File: config.mk
export PLATFORM = sky130hd
export DESIGN_NAME = hazard_controller
export DESIGN_NICKNAME = d
export VERILOG_FILES = /design/src/rtl/hazard_controller.sv
export SDC_FILE = /design/constraint.sdc
export NUM_CORES = 1
export LEC_CHECK = 0
export CORE_AREA = 2 2 43 45
export DETAILED_ROUTE_END_ITERATION = 8
export DIE_AREA = 0 0 45 47
export GPL_ROUTABILITY_DRIVEN = 0
export PLACE_DENSITY = 0.67
export RECOVER_POWER = 50
export SYNTH_ARGS = -nofsm -noshare
export SYNTH_HDL_FRONTEND = slang
export SYNTH_SLANG_ARGS = --single-unit
File: constraint.sdc
create_clock -name clk -period 1.7 [get_ports clk]
set_input_delay 0.34 -clock clk [delete_from_list [all_inputs] [get_ports clk]]
set_output_delay 0.34 -clock clk [all_outputs]
set_load 0.005 [all_outputs]
File: src/rtl/hazard_controller.sv
// hazard_controller: pipeline stall / flush / freeze control for a 5-stage core.
// A small FSM (RUN / MEM_WAIT / HALT) tracks data-memory accesses.
// Stage-register enables, flush and bubble are driven combinationally from the
// FSM state and the current hazard inputs.
// Optional feature: define STALL_COUNT_EN to add a saturating 16-bit
// stall_count output. It counts cycles in which the PC is held.
module hazard_controller (
  input  logic       clk,
  input  logic       rst_n,
  input  logic       ID_valid,
  input  logic [1:0] ID_addr_a,
  input  logic [1:0] ID_addr_b,
  input  logic       ID_use_a,
  input  logic       ID_use_b,
  input  logic [1:0] EX_addr_write,
  input  logic       EX_sig_write,
  input  logic       EX_is_load,
  input  logic       EX_branch_taken,
  input  logic       DM_req,
  input  logic       DM_ack,
  output logic       PC_enable,
  output logic       IF_ID_enable,
  output logic       ID_EX_enable,
  output logic       EX_DM_enable,
  output logic       DM_WB_enable,
  output logic       IF_ID_flush,
  output logic       ID_EX_bubble,
  output logic       bus_error,
  output logic [1:0] ctrl_state
`ifdef STALL_COUNT_EN
  ,
  output logic [15:0] stall_count
`endif
);

  typedef enum logic [1:0] {
    RUN      = 2'b00,
    MEM_WAIT = 2'b01,
    HALT     = 2'b10
  } state_t;

  state_t     state, state_nx;
  logic [3:0] wait_cnt;
  logic       frozen;
  logic       load_use;
  logic       mem_stall_start;
  logic       timeout;

  // Hazard decode.
  // A memory access that is not acknowledged in the same cycle stalls the
  // whole pipe. A load feeding the very next instruction costs one bubble.
  always_comb begin
    mem_stall_start = (state == RUN) && DM_req && !DM_ack;
    timeout         = (state == MEM_WAIT) && !DM_ack && (wait_cnt == 4'hF);
    frozen          = (state == HALT) || mem_stall_start ||
                      ((state == MEM_WAIT) && !DM_ack);
    load_use        = EX_is_load && EX_sig_write && ID_valid &&
                      ((ID_use_a && (ID_addr_a == EX_addr_write)) ||
                       (ID_use_b && (ID_addr_b == EX_addr_write)));
  end

  // State register.
  always_ff @(posedge clk or negedge rst_n) begin
    if (!rst_n) state <= RUN;
    else        state <= state_nx;
  end

  // Next-state logic. HALT is left only through reset.
  always_comb begin
    state_nx = state;
    case (state)
      RUN:      if (mem_stall_start) state_nx = MEM_WAIT;
      MEM_WAIT: begin
        if (DM_ack)       state_nx = RUN;
        else if (timeout) state_nx = HALT;
      end
      HALT:     state_nx = HALT;
      default:  state_nx = RUN;
    endcase
  end

  // Wait counter.
  // The first stalled cycle, which is still in RUN, loads 1. The counter then
  // reaches 15 on the 15th MEM_WAIT cycle, which is the 16th frozen cycle.
  always_ff @(posedge clk or negedge rst_n) begin
    if (!rst_n) begin
      wait_cnt <= 4'd0;
    end else begin
      case (state)
        RUN:      if (mem_stall_start) wait_cnt <= 4'd1;
        MEM_WAIT: begin
          if (DM_ack)                 wait_cnt <= 4'd0;
          else if (wait_cnt != 4'hF)  wait_cnt <= wait_cnt + 4'd1;
        end
        default:  wait_cnt <= wait_cnt;
      endcase
    end
  end

  // Sticky timeout flag. Only reset clears it.
  always_ff @(posedge clk or negedge rst_n) begin
    if (!rst_n)       bus_error <= 1'b0;
    else if (timeout) bus_error <= 1'b1;
  end

  // Stage controls, in priority order: reset, freeze, branch, load-use, normal.
  // During a freeze the branch or load-use condition stays in the frozen
  // stage registers, so it is acted on in the first unfrozen cycle.
  always_comb begin
    PC_enable    = 1'b0;
    IF_ID_enable = 1'b0;
    ID_EX_enable = 1'b0;
    EX_DM_enable = 1'b0;
    DM_WB_enable = 1'b0;
    IF_ID_flush  = 1'b0;
    ID_EX_bubble = 1'b0;
    if (!rst_n) begin
      IF_ID_flush  = 1'b1;
      ID_EX_bubble = 1'b1;
    end else if (frozen) begin
      PC_enable    = 1'b0;
    end else if (EX_branch_taken) begin
      PC_enable    = 1'b1;
      IF_ID_enable = 1'b1;
      ID_EX_enable = 1'b1;
      EX_DM_enable = 1'b1;
      DM_WB_enable = 1'b1;
      IF_ID_flush  = 1'b1;
      ID_EX_bubble = 1'b1;
    end else if (load_use) begin
      ID_EX_enable = 1'b1;
      EX_DM_enable = 1'b1;
      DM_WB_enable = 1'b1;
      ID_EX_bubble = 1'b1;
    end else begin
      PC_enable    = 1'b1;
      IF_ID_enable = 1'b1;
      ID_EX_enable = 1'b1;
      EX_DM_enable = 1'b1;
      DM_WB_enable = 1'b1;
    end
  end

  assign ctrl_state = state;

`ifdef STALL_COUNT_EN
  // Count cycles in which the PC is held, saturating at the maximum value.
  always_ff @(posedge clk or negedge rst_n) begin
    if (!rst_n)
      stall_count <= 16'd0;
    else if (!PC_enable && (stall_count != 16'hFFFF))
      stall_count <= stall_count + 16'd1;
  end
`endif

endmodule
==> out/metrics.csv <==
stage,metric,value,unit
floorplan,# rows,15,
clock_tree,clock-pin slew on the worst setup and hold paths,0.05,ns
synth,Compound-Gate Fraction of Synth Area,14.5,%
synth,Simple-Gate Fraction of Synth Area,27.6,%
drt,Initial DRC Count,4,
worst_setup_path,crit path cell chain,"o21ai_2, buf_4, buf_6, nand2_2, a22oi_2, buf_2",
sta,final worst path period share,98.1,%
worst_setup_path,max incr delay on CP,0.40,ns
sta,max-slew violations,0,
clock_tree,CTS H-tree depth,1,
power,NetSw,134,µW
finish,layout cells sized above 1,40.4,%
grt,vias in the first global route,502,
clock_tree,Worst-Skew Late Latency,0.25,ns
drt,Routed Antenna Nets,0,
finish,Nets,112,
placement,Placed Cells,103,
finish,area delta synth->final,80.3,%
drt,Via density,4.75,
clock_tree,Post-CTS Hold Buffers,0,
sta,max frequency,599,MHz
sta,min Tclk post-route,1.67,ns
grt,GR Overflow Total,0,
clock_tree,CTS tree,built,
drt,WL/cell,11.5,µm
drt,vias,527,
synth,Synth Register Bits,7,
placement,DP Worst Slack,-0.613,ns
synth,register area share after synthesis,36.8,%
power,Combinational Power Share,29.7,%
grt,initial antenna violation count,0,
sta,Max Clock Skew,0.00170,ns
worst_setup_path,"Max stage delay cell, worst path",dfrtp_1,
synth,Post-Synth Adder-Cell Area,2.63,%
synth,multiplexer share of the synthesized area,4.74,%
sta,Rel. slew slack,69.8,%
synth,Netlist Area Pre-Place,475,µm²
worst_setup_path,Worst Path Arrival,1.33,ns
floorplan,core area,1650,µm²
worst_setup_path,critical path class,flip-flop to output pin,
sta,RSZ-0062 raised after global routing,true,
power,Pleak,0.441,nW
placement,IO buf count,25,
finish,Non-Filler Instances,111,
synth,"Avg Cell Area, Syn",9.14,µm²
worst_setup_path,maximum fanout along the worst path,2,
worst_hold_path,Worst Hold Class,input port to async pin,
power,switching share of power,27.6,%
sta,endpoints failing hold,0,
floorplan,die height,47,µm
drt,Total Wirelength,1280,µm
run,max cap viols,0,
finish,antenna cells,0,
power,maximum vdd drop,505,µV
clock_tree,Clock Tree Root,clkbuf_4,
floorplan,Initial Utilization,28.8,%
sta,post-route setup TNS,0,ns
grt,All-Layer GR Usage,15.2,%
sta,setup violators final,0,
power,Clk network pwr share,31.0,%
power,Power per Cell Area,566,nW/µm²
grt,first-pass GRT wire length,2210,µm
clock_tree,Num CTS Buffers,3,
power,sequential fraction of design power,39.3,%
floorplan,die area,2120,µm²
clock_tree,clk sinks,7,
worst_setup_path,CP required,1.36,ns
clock_tree,clock buffer depth,2,
grt,largest net degree at the start of global routing,8,
finish,most frequent cells in the layout,"13 x dlygate4sd2_1, 13 x buf_4, 7 x dfrtp_1",
sta,Worst-Margin Slew,0.454,ns
placement,DP HPWL,1020,µm
floorplan,DIE WIDTH,45,µm
floorplan,IO Pins,26,
drt,residual DRC count,0,
worst_setup_path,crit end category,output pin,
outcome,status,"finished, final reports clean",
power,Power Internal,351,µW
synth,YS warnings,0,
synth,Syn Inst Count,52,
synth,Syn Nets,69,
drt,DRT Pass-1 Iters,4,
synth,Synth cell types,29,
synth,Post-Synth XOR/XNOR Area,7.37,%
sta,Final Worst Setup Slack,0.0319,ns
synth,largest family of logic cells by synthesized area,simple AND/OR/NAND/NOR gates,
worst_setup_path,CP startpoint kind,flip-flop,
-- metrics by stage --
step	util [%]	hold slack, ns	total power, mW	instance area (µm²)
after floorplan	-	0.0444	0.252	475
after global placement	49.3	0.452	0.341	815
after detailed placement	49.3	0.461	0.344	815
after CTS	52.6	0.208	0.496	868
after global routing	51.9	0.336	0.522	857
final	51.9	0.286	0.485	857
-- worst paths after layout --
| check | start | endpoint | slack [ns] | cells past startpoint |
|---|---|---|---|---|
| worst min register to register | bus_error | bus_error | 0.47 | 1 |
| worst max register to register | ctrl_state[1] | wait_cnt[1] | 0.13 | 5 |
| worst min-delay path | rst_n | ctrl_state[1] | 0.29 | 2 |
| max in group asynchronous | rst_n | wait_cnt[1] | 1.14 | 2 |
| min in group clk | bus_error | bus_error | 0.47 | 1 |
| worst max-delay path | ctrl_state[0] | ID_EX_bubble | 0.03 | 6 |
-- sequential cells by signal (all words and copies together) (netlist names) --
| signal | count |
|---|---|
| bus_error | 1 |
| ctrl_state | 2 |
| wait_cnt | 4 |
-- final cells by class --
| cell class | instances | area, µm² |
|---|---|---|
| clock buffers | 3 | 22.5 |
| fillers | 160 | 795 |
| inverters | 2 | 7.51 |
| clock inverters | 1 | 5.00 |
| multi-input cells | 40 | 293 |
| flip-flops and latches | 7 | 175 |
| repair buffers | 41 | 333 |
| well taps | 17 | 21.3 |
-- power groups by stage --
stage,combinational [mW],sequential [mW],clock (mW)
global route,0.161,0.193,0.168
global placement,0.149,0.192,0
finish,0.144,0.191,0.151
floorplan,0.0605,0.192,0
detailed placement,0.152,0.192,0
CTS,0.149,0.190,0.157
-- layer usage --
| layer | share of wire [%] | GRT usage [%] |
|---|---|---|
| met1 | 43 | 19.5 |
| met2 | 51 | 22.9 |
| met3 | 3.9 | 4.62 |
| met4 | 2.1 | 8.82 |
| met5 | 0 | 0 |
-- critical path, delay by kind of cell, from the launching register on --
kind / cells / cell delay [ns]
AND/OR/NAND/NOR: 1 / 0.04
buffers and inverters: 3 / 0.36
AO/OA/AOI/OAI: 2 / 0.26
flip-flops: 1 / 0.40
-- timing repair --
action | 4_1_cts | 5_1_grt
setup endpoints to repair | 8 | 8
pin swaps | 12 | 6
buffers inserted | 4 | 0
gates cloned | 0 | 0
resized for setup | 43 | 8
hold endpoints to repair | 0 | 0
-- synth_stat cells --
cell type,count,share of area (%)
nand2_2,1,1.3
or3_1,1,1.3
mux2_2,1,2.4
inv_1,1,0.79
and3_2,1,1.6
a21oi_2,1,1.8
inv_2,1,0.79
and2_0,1,1.3
nor2_1,3,2.4
a22oi_1,1,1.6
and4_2,1,2.1
a41oi_1,1,1.8
ha_1,1,2.6
o21a_1,1,1.6
dfrtp_1,7,37
buf_4,3,4.7
mux2_1,1,2.4
nor2b_1,1,1.3
o21ai_0,1,1.1
nand2b_1,1,1.3
xnor2_1,4,7.4
nand3_1,2,2.1
and3_1,2,2.6
nand4_1,2,2.6
o311ai_0,1,1.8
nand2b_4,1,2.9
o211ai_1,1,1.6
nand2_1,6,4.7
a21oi_1,3,3.2
-- logic make-up after synthesis --
| kind of cell | Yosys count |
|---|---|
| muxes | 2 |
| xor gates and xnor gates | 4 |
| adders and majority gates | 1 |
| buffers and inverters | 5 |
| DFF | 7 |
| and+or+nand+nor | 23 |
| AOI/OAI and AO/OA | 10 |
(Power assumes the default switching activity.)
